==> src/rtl/mem_port_arbiter.sv <==
// Shares the memory read port between fetch and load/store, routing each 1-cycle-latency response to its owner.
// Optional feature: define ARB_ROUND_ROBIN_EN for alternating priority on conflicting reads (default: data wins).
module mem_port_arbiter #(
  parameter int WIDTH = 32,
  parameter int DEPTH = 1024,
  localparam int AW = $clog2(DEPTH)
) (
  input  logic             clk_i,
  input  logic             rst_ni,
  input  logic             f_req_valid_i,
  input  logic [AW-1:0]    f_req_addr_i,
  output logic             f_req_ready_o,
  output logic             f_rsp_valid_o,
  output logic [WIDTH-1:0] f_rsp_rdata_o,
  input  logic             d_req_valid_i,
  input  logic             d_req_we_i,
  input  logic [AW-1:0]    d_req_addr_i,
  input  logic [WIDTH-1:0] d_req_wdata_i,
  output logic             d_req_ready_o,
  output logic             d_rsp_valid_o,
  output logic [WIDTH-1:0] d_rsp_rdata_o,
  output logic             read_word_en_o,
  output logic [AW-1:0]    read_word_pos_o,
  input  logic [WIDTH-1:0] read_word_data_i,
  output logic             write_word_en_o,
  output logic [AW-1:0]    write_word_pos_o,
  output logic [WIDTH-1:0] write_word_data_o
);

  typedef enum logic {
    OWNER_FETCH = 1'b0,
    OWNER_DATA  = 1'b1
  } owner_e;

  logic   f_read, d_read, d_write;
  logic   grant_f, grant_d, grant_any;
  logic   rsp_pend_q, rsp_pend_d;
  owner_e rsp_owner_q, rsp_owner_d;
`ifdef ARB_ROUND_ROBIN_EN
  owner_e rr_last_q, rr_last_d;
`endif

  always_comb begin
    f_read  = f_req_valid_i;
    d_read  = d_req_valid_i && !d_req_we_i;
    d_write = d_req_valid_i && d_req_we_i;
    grant_f = f_read;
    grant_d = d_read;
    // On conflict only one read may reach the memory; the loser simply sees ready low and retries.
    if (f_read && d_read) begin
`ifdef ARB_ROUND_ROBIN_EN
      grant_f = (rr_last_q == OWNER_DATA);
      grant_d = (rr_last_q == OWNER_FETCH);
`else
      grant_f = 1'b0;
      grant_d = 1'b1;
`endif
    end
    grant_any = grant_f || grant_d;

    f_req_ready_o   = grant_f;
    d_req_ready_o   = d_write || grant_d;
    read_word_en_o  = grant_any;
    read_word_pos_o = '0;
    if (grant_f) begin
      read_word_pos_o = f_req_addr_i;
    end else if (grant_d) begin
      read_word_pos_o = d_req_addr_i;
    end

    write_word_en_o   = d_write;
    write_word_pos_o  = d_req_addr_i;
    write_word_data_o = d_req_wdata_i;

    rsp_pend_d  = grant_any;
    rsp_owner_d = rsp_owner_q;
    if (grant_any) begin
      rsp_owner_d = grant_d ? OWNER_DATA : OWNER_FETCH;
    end
`ifdef ARB_ROUND_ROBIN_EN
    rr_last_d = rr_last_q;
    if (grant_any) begin
      rr_last_d = grant_d ? OWNER_DATA : OWNER_FETCH;
    end
`endif
  end

  // Reset drops any in-flight read so no stale response appears after release.
  always_ff @(posedge clk_i or negedge rst_ni) begin
    if (!rst_ni) begin
      rsp_pend_q  <= 1'b0;
      rsp_owner_q <= OWNER_FETCH;
`ifdef ARB_ROUND_ROBIN_EN
      rr_last_q   <= OWNER_DATA;
`endif
    end else begin
      rsp_pend_q  <= rsp_pend_d;
      rsp_owner_q <= rsp_owner_d;
`ifdef ARB_ROUND_ROBIN_EN
      rr_last_q   <= rr_last_d;
`endif
    end
  end

  always_comb begin
    f_rsp_valid_o = rsp_pend_q && (rsp_owner_q == OWNER_FETCH);
    d_rsp_valid_o = rsp_pend_q && (rsp_owner_q == OWNER_DATA);
    f_rsp_rdata_o = read_word_data_i;
    d_rsp_rdata_o = read_word_data_i;
  end

endmodule

==> config.mk <==
export PLATFORM = sky130hd
export DESIGN_NAME = mem_port_arbiter
export DESIGN_NICKNAME = d
export VERILOG_FILES = /design/src/rtl/mem_port_arbiter.sv
export SDC_FILE = /design/constraint.sdc
export NUM_CORES = 1
export LEC_CHECK = 0
export BUFFER_PORTS_ARGS = -buffer_cell sky130_fd_sc_hd__buf_2
export CORE_AREA = 2 2 83 85
export DETAILED_ROUTE_END_ITERATION = 10
export DIE_AREA = 0 0 85 87
export PLACE_DENSITY_LB_ADDON = 0.05
export SKIP_CTS_REPAIR_TIMING = 1
export SLEW_MARGIN = 20
export SYNTH_ARGS = -nofsm -noshare
export SYNTH_HDL_FRONTEND = slang
export SYNTH_SLANG_ARGS = --single-unit
==> constraint.sdc <==
create_clock -name clk_i -period 1.1 [get_ports clk_i]
set_input_delay 0.22 -clock clk_i [delete_from_list [all_inputs] [get_ports clk_i]]
set_output_delay 0.22 -clock clk_i [all_outputs]
set_load 0.005 [all_outputs]
Word level (Yosys, flattened, before mapping):

Index checks and enable logic that the tools add are counted.

* register bits after elaboration: 2
* bits of input ports: 89
* output and inout port bits: 122
* word-level logic and storage cells: 16

* multiplexer cells: 5
* bitwise operators: 1
* reduce and logical (&&, ||, !) cells: 8

Operator list (number)
* $mux 10: 2
* $logic_and 1x1->1: 5
* $mux 1: 3
* $logic_or 1x1->1: 2
* $logic_not 1->1: 1
* $not 1->1: 1

Logic depth before layout (Yosys ltp):

* depth after elaboration: 6
* gate-level depth with buffers: 3
* depth with buffers taken out: 2

Worst setup path before layout:

Ideal clock, no wire load.

* path type: input -> output
* from: input d_req_valid_i
* to: output read_word_pos_o[1]
* arrival: 0.643 ns
* slack: 0.237 ns
* stages on the path: 3
* cells stage by stage: nor2b_4 > buf_6 > o21ai_0

* longest elaborated chain between the ends: 5

RTL lines
* start: declaration: RTL line 15 `input logic d_req_valid_i,`
* $logic_and 1x1->1 (*): RTL line 45 `d_read = d_req_valid_i && !d_req_we_i;`
* $logic_and 1x1->1: RTL line 50 `if (f_read && d_read) begin`
* $mux 1: RTL line 50
* $mux 10: RTL line 67 `end else if (grant_d) begin`
* $mux 10 (*): RTL line 65 `if (grant_f) begin`
* end: declaration: RTL line 23 `output logic [AW-1:0] read_word_pos_o,`

Mark *: on every way between the ends. The rest lies on a longest branch, timed or not.

Worst setup path after layout:

* from: input d_req_we_i
* to: output read_word_pos_o[4]

* longest elaborated chain between the ends: 6

RTL lines
* start: declaration: RTL line 16 `input logic d_req_we_i,`
* $logic_not 1->1 (*): RTL line 45
* $logic_and 1x1->1 (*): RTL line 45
* $logic_and 1x1->1: RTL line 50
* $mux 1: RTL line 50
* $mux 10: RTL line 67
* $mux 10 (*): RTL line 65

Marks and branches as above.

==> results.sh <==
export IMPL_postRouteAntennaNets=0
export IMPL_grt_overflow_total=0
export IMPL_dieArea_sq_um=7400
export IMPL_fmaxAchievable_ghz=0.942
export IMPL_synthAdderAreaFrac_pct=0
export IMPL_route_vias_total=622
export IMPL_synth_area_in_compound_gates_pct=5.26
export IMPL_routedWlPerCell_um=14.7
export IMPL_worst_clock_skew_ps=0
export IMPL_synth_cell_types=15
export IMPL_final_min_period_over_clock_period_pct=96.5
export IMPL_synthesis_instances=151
export IMPL_timing_setup_critical_path_class="input pin to primary output"
export IMPL_drive_above_1_share_pct=61.4
export IMPL_gp_congestion=0.679
export IMPL_setup_repair_after_global_routing_missed_its_margin="yes"
export IMPL_synth_simple_area_share_pct=14.2
export IMPL_cts_made_buffers=3
export IMPL_fp_dieH_um=87
export IMPL_critical_path_endpoint_type="primary output"
export IMPL_timing_final_max_slew_violations=0
export IMPL_pre_antenna_drt_iters=4
export IMPL_ys_seq_elements=2
export IMPL_grt_pass1_wl_mm=3.31
export IMPL_fin_crit_ps=1060
export IMPL_cell_area_after_synthesis_sq_um=1090
export IMPL_critical_path_max_stage_delay_ps=140
export IMPL_worst_hold_path_type="input pin to asynchronous set/reset pin"
export IMPL_antenna_found_initial=0
export IMPL_switchingPower_w=0.000165
export IMPL_switching_share_pct=26.5
export IMPL_dpl_hpwl_mm=2.05
export IMPL_total_power_w=0.000621
export IMPL_p_comb_share_pct=41.0
export IMPL_cts_root_to_sink_buffers=2
export IMPL_power_clock_fraction_pct=45.6
export IMPL_h_tree_depth=1
export IMPL_placementRows=30
export IMPL_synth_sequential_area_ratio_pct=4.57
export IMPL_dr_first_iter_drc_count=23
export IMPL_fin_setup_tns_ps=0
export IMPL_p_leak_nw=0.402
export IMPL_final_hold_violation_count=0
export IMPL_yosys_area_top_type_share_pct=73.4
export IMPL_cp_arrival_ps=840
export IMPL_library_cell_with_the_largest_summed_area_after_synthesis="sky130_fd_sc_hd__buf_4"
export IMPL_global_route_usage_total_pct=5.86
export IMPL_timing_critical_path_cells="buf_12, clkbuf_16, nand3b_1, o21ai_0, buf_2"
export IMPL_layout_filler_cells=772
export IMPL_timing_final_setup_violations=0
export IMPL_critPathTopFamily="buffers and inverters"
export IMPL_worst_pin_slew_ps=178
export IMPL_clock_sink_count=2
export IMPL_routed_wirelength_mm=2.67
export IMPL_crit_required_ps=880
export IMPL_synth_area_leaders="sky130_fd_sc_hd__buf_4 (73%), sky130_fd_sc_hd__nand3b_1 (6.9%), sky130_fd_sc_hd__dfrtp_1 (4.6%)"
export IMPL_multi_input_comb_area_sq_um=229
export IMPL_final_core_utilization_pct=12.1
export IMPL_count_of_buffer_and_inverter_cells_on_the_critical_path=3
export IMPL_max_slew_margin_pct=88.1
export IMPL_area_growth_pct=-27.5
export IMPL_post_synth_cell_area_avg_sq_um=7.25
export IMPL_synth_mux_area_share_pct=0
export IMPL_yosysWarningCount=0
export IMPL_clkLatencyLatePin_ps=210
export IMPL_clock_tree_from_tritoncts="done"
export IMPL_first_global_vias=644
export IMPL_drcViolationCount=0
export IMPL_result_of_the_run="complete, no violations"
export IMPL_worstPathMaxFanout=5
export IMPL_starting_density_of_the_core_pct=16.7
export IMPL_io_buffer_count=50
export IMPL_clock_root_buffer="sky130_fd_sc_hd__clkbuf_8"
export IMPL_max_cap_violations=0
export IMPL_design_final_nets=192
export IMPL_power_sequential_fraction_pct=13.3
export IMPL_timing_critical_path_from_type="input pin"
export IMPL_avgViaCountPerCell=3.44
export IMPL_floorplan_core_area_sq_um=6570
export IMPL_cts_reportedPaths_clkPinSlew_ps=30
export IMPL_diodes=0
export IMPL_postSynthNetCount=240
export IMPL_cellPowerDensity_nw_per_um2=783
export IMPL_largest_net_degree_at_the_start_of_global_routing=13
export IMPL_ir_worst_vdd_uv=331
export IMPL_p_int_w=0.000457
export IMPL_synth_top_family_by_area="buffers and inverters"
export IMPL_num_io_pins=211
export IMPL_post_synth_xor_area_fraction_pct=0
export IMPL_combined_flip_flop_and_latch_cell_area_sq_um=50.0
export IMPL_slowest_cell_on_crit_path="sky130_fd_sc_hd__clkbuf_16"
export IMPL_dieWidth_um=85
registers in the layout (all words and copies together), names as in the netlist:
register	count
rsp_owner_q	1
rsp_pend_q	1
logic make-up (layout without fill, tap and decap cells):
family,after synthesis,in the layout
buffers and inverters,112,61
and+or+nand+nor,26,27
DFF,2,2
AOI/OAI and AO/OA,11,11
power groups by stage:
stage	combinational, W	sequential, W	clock (W)
after floorplan	0.000388	0.0000827	0
after global placement	0.000221	0.0000844	0
after detailed placement	0.000216	0.0000841	0
after CTS	0.000217	0.0000834	0.000296
after global routing	0.000285	0.0000835	0.000308
final	0.000255	0.0000829	0.000284
synthesized netlist by cell type:
cell	instances
sky130_fd_sc_hd__buf_4	107
sky130_fd_sc_hd__buf_2	2
sky130_fd_sc_hd__o21ai_0	10
sky130_fd_sc_hd__nor2b_1	1
sky130_fd_sc_hd__inv_1	1
sky130_fd_sc_hd__nor2b_4	1
sky130_fd_sc_hd__buf_6	1
sky130_fd_sc_hd__and2_1	2
sky130_fd_sc_hd__or2_2	1
sky130_fd_sc_hd__a21o_1	1
sky130_fd_sc_hd__nor2_1	1
sky130_fd_sc_hd__nand2_1	10
sky130_fd_sc_hd__clkbuf_1	1
sky130_fd_sc_hd__nand3b_1	10
sky130_fd_sc_hd__dfrtp_1	2
area by class of cell:
cell class / instances / area share (%)
timing repair buffer: 57 / 46.5
tap: 80 / 12.6
sequential: 2 / 6.31
clock buffer: 3 / 5.21
inverter: 1 / 0.473
multi-input combinational: 38 / 28.9
stage by stage:
step                      area, sq um  hold slack, ps  instances  setup WS, ps
after global routing              793             357        181         -5.90
final                             793             341        181          38.4
after CTS                         693            -214        176         -81.5
after global placement            652            5.87        173         -62.2
after detailed placement          652            7.09        173         -61.1
after floorplan                  1090           -75.6        151           237
cell usage in the layout (no fill, tap or decap):
| cell | Yosys | routed |
|---|---|---|
| sky130_fd_sc_hd__a21o_1 | 1 | 1 |
| sky130_fd_sc_hd__and2_1 | 2 | 2 |
| sky130_fd_sc_hd__buf_12 | 0 | 2 |
| sky130_fd_sc_hd__buf_2 | 2 | 46 |
| sky130_fd_sc_hd__buf_4 | 107 | 3 |
| sky130_fd_sc_hd__buf_6 | 1 | 3 |
| sky130_fd_sc_hd__clkbuf_16 | 0 | 1 |
| sky130_fd_sc_hd__clkbuf_4 | 0 | 1 |
| sky130_fd_sc_hd__clkbuf_8 | 0 | 3 |
| sky130_fd_sc_hd__dfrtp_1 | 2 | 2 |
| sky130_fd_sc_hd__dlygate4sd3_1 | 0 | 1 |
| sky130_fd_sc_hd__inv_1 | 1 | 1 |
| sky130_fd_sc_hd__nand2_1 | 10 | 10 |
| sky130_fd_sc_hd__nand3b_1 | 10 | 10 |
| sky130_fd_sc_hd__nor2_1 | 1 | 1 |
| sky130_fd_sc_hd__nor2b_1 | 1 | 1 |
| sky130_fd_sc_hd__nor2b_4 | 1 | 2 |
| sky130_fd_sc_hd__o21ai_0 | 10 | 4 |
| sky130_fd_sc_hd__o21ai_1 | 0 | 6 |
| sky130_fd_sc_hd__or2_4 | 0 | 1 |
routing by layer:
metal	up-vias	global-route usage [%]	share of wire, %
li1	265	-	-
met3	42	2.46	14
met1	262	4.58	30
met4	0	7.79	9.5
met2	53	9.66	47
met5	-	0	0
worst paths after layout:
kind,from,to,slack [ps],cells after the start
min reg2reg,rsp_owner_q$_DFFE_PN0P_,rsp_owner_q$_DFFE_PN0P_,600,2
min,rst_ni,rsp_owner_q$_DFFE_PN0P_,340,2
max in group asynchronous,rst_ni,rsp_pend_q$_DFF_PN0_,660,2
max reg2reg,rsp_owner_q$_DFFE_PN0P_,rsp_owner_q$_DFFE_PN0P_,310,2
max,d_req_we_i,read_word_pos_o[4],40,5
min in group clk_i,f_req_valid_i,rsp_owner_q$_DFFE_PN0P_,430,3
No activity file was read; power rests on OpenSTA's default activity.
